### src/rtl/fountain_v1_pkg.sv
// Shared definitions for the fountain_v1 LT decoder slice.
// Holds the default generation size, the FSM state encodings and a helper
// that gives an index width that never collapses to zero bits.
package fountain_v1_pkg;

  localparam int K_DEF = 8;   // source blocks per generation
  localparam int W_DEF = 64;  // payload width

  localparam logic [2:0] ST_IDLE    = 3'd0;
  localparam logic [2:0] ST_ACCEPT  = 3'd1;
  localparam logic [2:0] ST_REDUCE  = 3'd2;
  localparam logic [2:0] ST_BACKSUB = 3'd3;
  localparam logic [2:0] ST_OUTPUT  = 3'd4;
  localparam logic [2:0] ST_DONE    = 3'd5;

  function automatic int idx_w(input int n);
    return (n > 1) ? $clog2(n) : 1;
  endfunction

  localparam int IDXW = idx_w(K_DEF);

endpackage

### src/rtl/fountain_v1_if.sv
// Symbol-in / block-out handshake bundle for the fountain_v1 decoder.
//   sym_valid/sym_ready/sym_mask/sym_data : coded symbols toward the decoder
//   src_valid/src_ready/src_index/src_data: recovered blocks toward the consumer
// master = symbol source + block consumer, slave = decoder.
interface fountain_v1_if
  import fountain_v1_pkg::*;
#(
  parameter int K = K_DEF,
  parameter int W = W_DEF
);
  localparam int IW = idx_w(K);

  logic          sym_valid;
  logic          sym_ready;
  logic [K-1:0]  sym_mask;
  logic [W-1:0]  sym_data;
  logic          src_valid;
  logic          src_ready;
  logic [IW-1:0] src_index;
  logic [W-1:0]  src_data;

  modport master (
    output sym_valid, sym_mask, sym_data, src_ready,
    input  sym_ready, src_valid, src_index, src_data
  );

  modport slave (
    input  sym_valid, sym_mask, sym_data, src_ready,
    output sym_ready, src_valid, src_index, src_data
  );
endinterface

### src/rtl/fountain_v1_bitfind.sv
// Combinational first-set-bit finder.
//   vec   : input bit vector (N bits)
//   found : any bit set
//   idx   : lowest set bit (MSB_FIRST=0) or highest set bit (MSB_FIRST=1); 0 if none
module fountain_v1_bitfind
  import fountain_v1_pkg::*;
#(
  parameter int N         = 8,
  parameter bit MSB_FIRST = 1'b0
)(
  input  logic [N-1:0]        vec,
  output logic                found,
  output logic [idx_w(N)-1:0] idx
);
  localparam int IW = idx_w(N);

  // Last match in the scan order wins, so the scan direction is reversed
  // relative to the priority wanted.
  always_comb begin
    found = |vec;
    idx   = '0;
    if (MSB_FIRST) begin
      for (int i = 0; i < N; i++)
        if (vec[i]) idx = IW'(i);
    end else begin
      for (int i = N - 1; i >= 0; i--)
        if (vec[i]) idx = IW'(i);
    end
  end
endmodule

### src/rtl/fountain_v1_decoder.sv
// LT fountain decoder: online GF(2) elimination of incoming symbols into K
// pivot rows, back-substitution to the identity, then in-order block output.
//   clk, rst_n : clock, asynchronous active-low reset
//   start      : one-cycle pulse, clears the decoder and opens a new generation
//   bus        : symbol input and recovered-block output handshakes (slave)
//   rank       : number of pivot rows filled
//   drop_cnt   : redundant/zero symbols discarded, saturating
//   done       : all K blocks delivered, held until start/reset
module fountain_v1_decoder
  import fountain_v1_pkg::*;
#(
  parameter int K = K_DEF,
  parameter int W = W_DEF
)(
  input  logic                   clk,
  input  logic                   rst_n,
  input  logic                   start,
  fountain_v1_if.slave           bus,
  output logic [$clog2(K+1)-1:0] rank,
  output logic [15:0]            drop_cnt,
  output logic                   done
);
  localparam int IW = idx_w(K);
  localparam int RW = $clog2(K + 1);

  logic [2:0]    state;
  logic [K-1:0]  row_vld;
  logic [K-1:0]  row_mask [K];
  logic [W-1:0]  row_data [K];
  logic [K-1:0]  work_mask;
  logic [W-1:0]  work_data;
  logic [IW-1:0] idx;
  logic [IW-1:0] bs_p;

  logic          red_found;
  logic [IW-1:0] red_p;
  logic          bs_found;
  logic [IW-1:0] bs_h;
  logic [K-1:0]  above;
  logic [K-1:0]  bs_vec;

  fountain_v1_bitfind #(.N(K), .MSB_FIRST(1'b0)) u_find_low (
    .vec(work_mask), .found(red_found), .idx(red_p)
  );

  // Only bits strictly above the current row's pivot are eliminated.
  always_comb begin
    above = '0;
    for (int i = 0; i < K; i++) above[i] = (i > int'(bs_p));
    bs_vec = row_mask[bs_p] & above;
  end

  fountain_v1_bitfind #(.N(K), .MSB_FIRST(1'b1)) u_find_high (
    .vec(bs_vec), .found(bs_found), .idx(bs_h)
  );

  logic accept_fire, red_store, red_xor, bs_xor;
  assign accept_fire = (state == ST_ACCEPT) && bus.sym_valid;
  assign red_store   = (state == ST_REDUCE) && red_found && !row_vld[red_p];
  assign red_xor     = (state == ST_REDUCE) && red_found &&  row_vld[red_p];
  assign bs_xor      = (state == ST_BACKSUB) && bs_found;

  always_ff @(posedge clk or negedge rst_n) begin
    if (!rst_n) begin
      state    <= ST_IDLE;
      row_vld  <= '0;
      rank     <= '0;
      drop_cnt <= '0;
      idx      <= '0;
      bs_p     <= '0;
    end else if (start) begin
      state    <= ST_ACCEPT;
      row_vld  <= '0;
      rank     <= '0;
      drop_cnt <= '0;
      idx      <= '0;
    end else begin
      case (state)
        ST_ACCEPT: if (bus.sym_valid) state <= ST_REDUCE;
        ST_REDUCE: begin
          if (!red_found) begin
            if (drop_cnt != 16'hFFFF) drop_cnt <= drop_cnt + 16'd1;
            state <= ST_ACCEPT;
          end else if (!row_vld[red_p]) begin
            row_vld[red_p] <= 1'b1;
            rank           <= rank + 1'b1;
            if (rank == RW'(K - 1)) begin
              state <= ST_BACKSUB;
              bs_p  <= IW'(K - 2);
            end else begin
              state <= ST_ACCEPT;
            end
          end
        end
        ST_BACKSUB: begin
          if (!bs_found) begin
            if (bs_p == '0) begin
              state <= ST_OUTPUT;
              idx   <= '0;
            end else begin
              bs_p <= bs_p - 1'b1;
            end
          end
        end
        ST_OUTPUT: begin
          if (bus.src_ready) begin
            if (idx == IW'(K - 1)) state <= ST_DONE;
            else                   idx   <= idx + 1'b1;
          end
        end
        default: ;
      endcase
    end
  end

  // Row and work storage carry no reset; row_vld qualifies every row.
  always_ff @(posedge clk) begin
    if (accept_fire) begin
      work_mask <= bus.sym_mask;
      work_data <= bus.sym_data;
    end else if (red_xor) begin
      work_mask <= work_mask ^ row_mask[red_p];
      work_data <= work_data ^ row_data[red_p];
    end
    if (red_store) begin
      row_mask[red_p] <= work_mask;
      row_data[red_p] <= work_data;
    end
    if (bs_xor) begin
      row_mask[bs_p] <= row_mask[bs_p] ^ row_mask[bs_h];
      row_data[bs_p] <= row_data[bs_p] ^ row_data[bs_h];
    end
  end

  assign bus.sym_ready = (state == ST_ACCEPT);
  assign bus.src_valid = (state == ST_OUTPUT);
  assign bus.src_index = idx;
  assign bus.src_data  = (state == ST_OUTPUT) ? row_data[idx] : '0;
  assign done          = (state == ST_DONE);

endmodule

### src/flat_wrapper.sv
// flat-port wrapper written by rule: the top's interface ports become plain ports
module fountain_v1_decoder_flat import fountain_v1_pkg::*;
#(
  parameter int K = K_DEF,
  parameter int W = W_DEF
)
  (clk, rst_n, start, rank, drop_cnt, done, bus_sym_valid, bus_sym_mask, bus_sym_data, bus_src_ready, bus_sym_ready, bus_src_valid, bus_src_index, bus_src_data);
  fountain_v1_if #(.K(K), .W(W)) bus_i ();
  input  logic clk;
  input  logic rst_n;
  input  logic start;
  output logic [$clog2(K+1)-1:0] rank;
  output logic [15:0] drop_cnt;
  output logic done;
  input wire logic [$bits(bus_i.sym_valid)-1:0] bus_sym_valid;
  input wire logic [$bits(bus_i.sym_mask)-1:0] bus_sym_mask;
  input wire logic [$bits(bus_i.sym_data)-1:0] bus_sym_data;
  input wire logic [$bits(bus_i.src_ready)-1:0] bus_src_ready;
  output wire logic [$bits(bus_i.sym_ready)-1:0] bus_sym_ready;
  output wire logic [$bits(bus_i.src_valid)-1:0] bus_src_valid;
  output wire logic [$bits(bus_i.src_index)-1:0] bus_src_index;
  output wire logic [$bits(bus_i.src_data)-1:0] bus_src_data;
  assign bus_i.sym_valid = bus_sym_valid;
  assign bus_i.sym_mask = bus_sym_mask;
  assign bus_i.sym_data = bus_sym_data;
  assign bus_i.src_ready = bus_src_ready;
  assign bus_sym_ready = bus_i.sym_ready;
  assign bus_src_valid = bus_i.src_valid;
  assign bus_src_index = bus_i.src_index;
  assign bus_src_data = bus_i.src_data;
  fountain_v1_decoder #(.K(K), .W(W)) u_core (.clk(clk), .rst_n(rst_n), .start(start), .bus(bus_i), .rank(rank), .drop_cnt(drop_cnt), .done(done));
endmodule
### config.mk
export PLATFORM = sky130hd
export DESIGN_NAME = fountain_v1_decoder_flat
export DESIGN_NICKNAME = d
export VERILOG_FILES = /design/src/rtl/fountain_v1_pkg.sv /design/src/rtl/fountain_v1_if.sv /design/src/rtl/fountain_v1_bitfind.sv /design/src/rtl/fountain_v1_decoder.sv /design/src/flat_wrapper.sv
export SDC_FILE = /design/constraint.sdc
export NUM_CORES = 2
export LEC_CHECK = 0
export ABC_AREA = 1
export CAP_MARGIN = 5
export CORE_UTILIZATION = 46
export CTS_BUF_LIST = sky130_fd_sc_hd__clkbuf_16
export DETAILED_ROUTE_END_ITERATION = 16
export PLACE_DENSITY_LB_ADDON = 0.1
export SLEW_MARGIN = 20
export SYNTH_ARGS = -nofsm -noshare
export SYNTH_HDL_FRONTEND = slang
export SYNTH_SLANG_ARGS = --single-unit
export TNS_END_PERCENT = 1
### constraint.sdc
create_clock -name clk -period 5.5 [get_ports clk]
set_clock_uncertainty 0.2 [all_clocks]
set_input_delay 1.1 -clock clk [delete_from_list [all_inputs] [get_ports clk]]
set_output_delay 1.1 -clock clk [all_outputs]
set_load 0.005 [all_outputs]
== Yosys cells after proc, flatten, opt, wreduce, memory -nomap -nowiden ==
Memories as Yosys holds them, arrays and structs flattened.
Cells that the tools add are included.
Cells by class
  add/subtract/negate cells: 4
  magnitude comparators: 9
  eq/ne operators: 22
  mux-type cells: 68
  bitwise logic cells: 7
  reduce and logical (&&, ||, !) cells: 24
Operator list (number)
  $mux 64: 4
  $xor 64x64->64: 2
  $mux 3: 34
  $mux 16: 4
  $reduce_or 64->1: 1
  $mux 8: 7
  $reduce_or 8->1: 3
  $add 16x1->16 const B: 1
  $mux 4: 4
  $ne 16x16->1 const B: 1
  $xor 8x8->8: 2
  $ne 3x3->1 const B: 5
  $reduce_and 7->1: 2
  $gt 3x3->1 const A: 4
  $ne 2x2->1 const B: 6
  $pmux 3 s2: 2
  $pmux 3 s4: 1
  $reduce_bool 2->1: 5
  $eq 3x3->1 const B: 3
  $mux 1: 9
  $and 8x8->8: 1
  $or 8x8->8: 1
  $eq 3x2->1 const B: 2
  $gt 2x3->1 const A: 2
  other kinds (22): 28
Word-level totals
  register bits after elaboration: 109
  memory bits (writable): 576
  input bits: 77
  output and inout port bits: 90
  logic and storage cells: 144
  memories kept: 2
Memories
  u_core.row_data: depth 8, width 64, rd ports 4, clocked after Yosys merged registers in 0, wr ports 1, RTL line fountain_v1_decoder.sv:29  | logic [W-1:0] row_data [K];
  u_core.row_mask: depth 8, width 8, rd ports 3, clocked after Yosys merged registers in 0, wr ports 1, RTL line fountain_v1_decoder.sv:28  | logic [K-1:0] row_mask [K];

== Logic depth before layout (Yosys ltp) ==
  depth in word-level cells: 17
  gate-level depth with buffers: 23
  gate-level depth less buffers: 19

== By module ==
Synthesis repeated with hierarchy kept, for this count alone.
Second synthesis, totals
  cell total of the unflattened synthesis: 6915
  area, all modules: 47431.7 µm²
By module, submodules not included
  fountain_v1_decoder: instances 1, cells an instance 6873, area each 47255.3 µm², seq. area each 20384.6 µm²
  fountain_v1_bitfind (u_core.u_find_low): instances 1, cells an instance 22, area each 98.8 µm², seq. area each 0.0 µm²
  fountain_v1_bitfind (u_core.u_find_high): instances 1, cells an instance 20, area each 77.6 µm², seq. area each 0.0 µm²

== Least setup slack after synthesis ==
Ideal clock, no wire load.
  kind: register to register
  from: register u_core.bs_p[0]
  to: memory u_core.row_data[0][0] (netlist bit), enable pin
  setup time: 0.503 ns
  arrival: 5.059 ns
  data required time: 4.797 ns
  path slack: -0.261 ns
  stages on the path, launching flop included: 15
  buffers on the path: 3
  period minus slack after synthesis: 5.761 ns
  cell sequence: dfrtp_1 > buf_2 > buf_2 > o211ai_1 > nand2_1 > nor2_1 > o21ai_2 > nand2_1 > nor2_4 > a21oi_4 > inv_2 > buf_2 > nand2_1 > nand2_1 > nor2_1
On the way
  longest elaborated chain between the ends: 8
  elaborated cells on any way between the ends: 16
  those cells by class: 7 x order compare; 4 x mux; 1 x bitwise; 3 x reduce/logical; 1 x memory
RTL lines
  start, declared: RTL line fountain_v1_decoder.sv:33  | logic [IW-1:0] bs_p;
  start signal, assigned: RTL line fountain_v1_decoder.sv:89  | bs_p <= IW'(K - 2);
  start signal, assigned: RTL line fountain_v1_decoder.sv:101  | bs_p <= bs_p - 1'b1;
  $mem_v2 8x8, or another cell as far along
  $and 8x8->8: RTL line fountain_v1_decoder.sv:50  | bs_vec = row_mask[bs_p] & above;
  $reduce_or 8->1: RTL line fountain_v1_bitfind.sv:20  | found = |vec;
  $logic_and 1x1->1: RTL line fountain_v1_decoder.sv:61  | assign bs_xor = (state == ST_BACKSUB) && bs_found;
  $mux 1: RTL line fountain_v1_decoder.sv:129  | if (bs_xor) begin
  $mux 1 (not written as such): RTL line fountain_v1_decoder.sv:131  | row_data[bs_p] <= row_data[bs_p] ^ row_data[bs_h];
  $reduce_or 64->1 (no line)
  $mux 3 (no line) / $mux 1 (equally long branches)
  end, declared: RTL line fountain_v1_decoder.sv:29
Parallel ways exist; a longest one is shown, timed or not.

== Worst setup path after layout ==
  from: register u_core.idx[0] (netlist: u_core.bus.src_index[0])
  to: output port bus_src_data[26]
On the way
  longest elaborated chain between the ends: 2
RTL lines
  start, declared: RTL line fountain_v1_decoder.sv:32  | logic [IW-1:0] idx;
  start signal, assigned: RTL line fountain_v1_decoder.sv:108  | else idx <= idx + 1'b1;
  $mem_v2 8x64
  $mux 64: RTL line fountain_v1_decoder.sv:138  | assign bus.src_data = (state == ST_OUTPUT) ? row_data[idx] : '0;
  end, declared: RTL line flat_wrapper.sv:22  | output wire logic [$bits(bus_i.src_data)-1:0] bus_src_data;
No other way between the ends.

==> load_flow_metrics.sql <==
INSERT INTO impl_metrics (metric_group, metric, value, unit) VALUES
('setup_path', 'worstPathArrival', '3.75', 'ns'),
('setup_path', 'critical_path.reg2reg.endpoint', 'u_core.row_data[1][12]$_DFFE_PP_', ''),
('yosys', 'synth-edff-count', '648', ''),
('yosys', 'synthesis.instances', '5693', ''),
('pwr', 'intPower', '18.9', 'mW'),
('pwr', 'p_sw_share', '52.2', '%'),
('routing', 'routed-via-count', '44507', ''),
('routing', 'drcViolationCount', '0', ''),
('place', 'detailedPlacementHpwl', '94100', 'um'),
('place', 'port_buffers', '166', ''),
('pwr', 'power.ir.vdd_worst', '1410', 'uV'),
('timing', 'max_freq', '198', 'MHz'),
('timing', 'rsz_0062_raised_after_global_routing', 'false', ''),
('clock_tree', 'cts-root-to-sink-buffers', '3', ''),
('global_routing', 'first_global_vias', '40866', ''),
('setup_path', 'worst_setup_path_end_kind', 'output pin', ''),
('yosys', 'count_of_yosys_warnings_during_synthesis', '0', ''),
('setup_path', 'crit_path_start_kind', 'register', ''),
('timing', 'final.hold.worst_slack', '0.291', 'ns'),
('worst_hold_path', 'worstHoldStart', 'u_core.row_vld[0]$_DFFE_PN0P_', ''),
('clock_tree', 'cts_max_level', '3', ''),
('worst_hold_path', 'whs_path_depth', '1', ''),
('timing', 'clock_period_minus_final_worst_setup_slack', '5.05', 'ns'),
('pwr', 'power.share.combinational', '62.1', '%'),
('setup_path', 'rr_worst_depth', '17', ''),
('setup_path', 'r2r_start', 'u_core.bs_p[2]$_DFFE_PN0P_', ''),
('clock_tree', 'cts_tree', 'done', ''),
('floorplan', 'floorplan.die.width', '312', 'um'),
('yosys', 'synthesis_stage_register_bit_count', '685', ''),
('yosys', 'synth_flop_cell', 'sky130_fd_sc_hd__edfxtp_1', ''),
('floorplan', 'ioPinCount', '167', ''),
('timing', 'period_share', '91.9', '%'),
('floorplan', 'fp.dieH', '312', 'um'),
('worst_hold_path', 'hp-class', 'reg -> reg', ''),
('timing', 'count_of_final_hold_check_violations', '0', ''),
('routing', 'drt-pass1-iter-count', '7', ''),
('floorplan', 'die_area', '0.0976', 'mm^2'),
('flow_run', 'maxCapViolCount', '0', ''),
('timing', 'timing_worst_slew_pin_value', '1.16', 'ns'),
('yosys', 'ys_seq_area_share', '46.0', '%'),
('outcome', 'status', 'finished clean', ''),
('floorplan', 'num_rows', '113', ''),
('floorplan', 'floorplan.initialDensity', '46.6', '%'),
('cells_and_area', 'final_nets', '5685', ''),
('yosys', 'postSynthAreaPerCell', '7.79', 'um^2'),
('setup_path', 'timing.setup.critical_path_class', 'reg -> out', ''),
('cells_and_area', 'area_growth_syn_to_layout', '12.3', '%'),
('cells_and_area', 'fillCellCount', '9017', ''),
('place', 'placement.setup.worst_slack', '0.853', 'ns'),
('clock_tree', 'setup_bufs_post_cts', '0', ''),
('timing', 'post-route-worst-setup-slack', '0.446', 'ns'),
('routing', 'antenna_violating_nets_post_route', '0', ''),
('cells_and_area', 'post_route_cells_drive_above_1_share', '4.78', '%'),
('yosys', 'synth_cell_type_count', '40', ''),
('global_routing', 'global_route.overflow_total', '0', ''),
('global_routing', 'grt_antenna_before_repair', '1', ''),
('clock_tree', 'clk_latency', '0.67', 'ns'),
('pwr', 'net-switching-power', '20.7', 'mW'),
('place', 'gp_congestion', '0.880', ''),
('cells_and_area', 'insertedDiodeCount', '0', ''),
('global_routing', 'grt_pass1_wl', '258000', 'um'),
('cells_and_area', 'seq_area', '0.0204', 'mm^2'),
('timing', 'finalSetupViolations', '0', ''),
('worst_hold_path', 'worst_hold_path.endpoint', 'u_core.row_vld[0]$_DFFE_PN0P_', ''),
('pwr', 'sequentialPowerShare', '24.1', '%'),
('routing', 'post_drt_via_cell_ratio', '6.42', ''),
('setup_path', 'crit_fanout', '155', ''),
('timing', 'timing.final.max_slew_violations', '0', ''),
('yosys', 'async_reset_ff_share', '5.40', '%'),
('routing', 'detail_route.wl_per_cell', '25.2', 'um'),
('global_routing', 'grt_max_degree', '224', '');
==> cell usage in the layout (no fill, tap or decap), types with 18 or more instances in the layout <==
master and count:
sky130_fd_sc_hd__nand2_1 1235, sky130_fd_sc_hd__nand3_1 1012, sky130_fd_sc_hd__edfxtp_1 648, sky130_fd_sc_hd__inv_1 538, sky130_fd_sc_hd__a21oi_1 392, sky130_fd_sc_hd__o21ai_0 354, sky130_fd_sc_hd__o22ai_1 275, sky130_fd_sc_hd__o211ai_1 207
sky130_fd_sc_hd__nor2_1 169, sky130_fd_sc_hd__clkdlybuf4s50_1 165, sky130_fd_sc_hd__nand3b_1 90, sky130_fd_sc_hd__clkbuf_16 84, sky130_fd_sc_hd__a31oi_1 70, sky130_fd_sc_hd__nand4_1 70, sky130_fd_sc_hd__buf_4 67, sky130_fd_sc_hd__buf_12 39
sky130_fd_sc_hd__dfrtp_1 33, sky130_fd_sc_hd__o31ai_1 32, sky130_fd_sc_hd__and3_1 29, sky130_fd_sc_hd__clkinv_1 18
==> per-stage QoR <==
| stage | TNS, ns | instances | area, um^2 | util [%] | power (mW) |
|---|---|---|---|---|---|
| floorplan | -149.15 | 5693 | 44300 | - | 26.3 |
| global placement | 0 | 6781 | 47100 | 49.5 | 33.3 |
| detailed placement | 0 | 6781 | 47100 | 49.5 | 33.5 |
| CTS | 0 | 6933 | 49800 | 52.3 | 39.0 |
| global route | 0 | 6933 | 49800 | 52.3 | 42.1 |
| finish | 0 | 6933 | 49800 | 52.3 | 39.6 |
==> synth_stat cells, drive strengths merged (32+ instances only) <==
library cell / number / area [um^2]
clkbuf: 266 / 998
o22ai: 275 / 1720
nor2: 181 / 704
o31ai: 32 / 240
nand3b: 90 / 676
nand4: 70 / 438
nand3: 1013 / 5070
dfrtp: 37 / 926
a21oi: 393 / 1980
a31oi: 70 / 438
o211ai: 207 / 1550
inv: 531 / 2000
edfxtp: 648 / 19500
buf: 183 / 973
o21ai: 361 / 1810
nand2: 1248 / 4700
==> state kept, by name, summed over array words and instances, names as in the netlist <==
signal                count
u_core.bs_p               3
u_core.bus.src_index      3
u_core.drop_cnt          16
u_core.rank               4
u_core.row_data         512
u_core.row_mask          64
u_core.row_vld            8
u_core.state              3
u_core.work_data         64
u_core.work_mask          8
==> cell type report <==
type / instances / area share [%]
multi-input combinational: 4026 / 40.5
timing repair buffer: 272 / 5.91
inverter: 533 / 4.09
clock inverter: 68 / 1.18
tap: 1265 / 3.18
sequential: 685 / 41.0
clock buffer: 84 / 4.22
==> worst max-delay path, cell delays in order (launching register included) <==
cell                              delay (ns)
sky130_fd_sc_hd__dfrtp_4                0.65
sky130_fd_sc_hd__inv_8                  0.63
sky130_fd_sc_hd__buf_4                  0.40
sky130_fd_sc_hd__o21ai_0                0.13
sky130_fd_sc_hd__nand3_1                0.08
sky130_fd_sc_hd__nand2_1                0.06
sky130_fd_sc_hd__a31oi_1                0.38
sky130_fd_sc_hd__clkdlybuf4s50_1        0.60
==> worst max-delay path by stage <==
| stage | from | end | slack, ns |
|---|---|---|---|
| after CTS | u_core.bus.src_index[0]$_DFFE_PN0P_ | bus_src_data[18] | 0.45 |
| final | u_core.bus.src_index[0]$_DFFE_PN0P_ | bus_src_data[26] | 0.45 |
| after detailed placement | u_core.bs_p[2]$_DFFE_PN0P_ | u_core.row_data[1][59]$_DFFE_PP_ | 0.85 |
| after global placement | u_core.bs_p[2]$_DFFE_PN0P_ | u_core.row_data[1][58]$_DFFE_PP_ | 0.82 |
| after global routing | u_core.bus.src_index[0]$_DFFE_PN0P_ | bus_src_data[26] | 0.31 |
| after floorplan | u_core.bs_p[0]$_DFFE_PN0P_ | u_core.row_data[0][0]$_DFFE_PP_ | -0.26 |
==> power groups by stage <==
stage	clock network, mW	logic [mW]	registers, mW
floorplan	0	17.0	9.32
global placement	0	23.7	9.58
detailed placement	0	24.0	9.57
CTS	5.54	24.0	9.48
global route	5.70	26.7	9.64
finish	5.49	24.6	9.53
==> kinds of logic (layout without fill, tap and decap cells) <==
family / after synthesis / count (layout) / share of synthesized area, %
muxes: 1 / 1 / 0.0226
and+or+nand+nor: 2649 / 2649 / 26.8
adders and majority gates: 8 / 8 / 0.226
xor gates and xnor gates: 3 / 3 / 0.0593
AOI/OAI and AO/OA: 1365 / 1365 / 18.0
DFF: 685 / 685 / 46.0
buffers and inverters: 982 / 957 / 8.97
==> routing by layer <==
metal	wire length (um)	track usage, %
met5	13	0
met4	9010	17.1
met3	21800	6.08
met2	76700	54.2
met1	67400	47.3
Power figures use the tool's default switching activity.
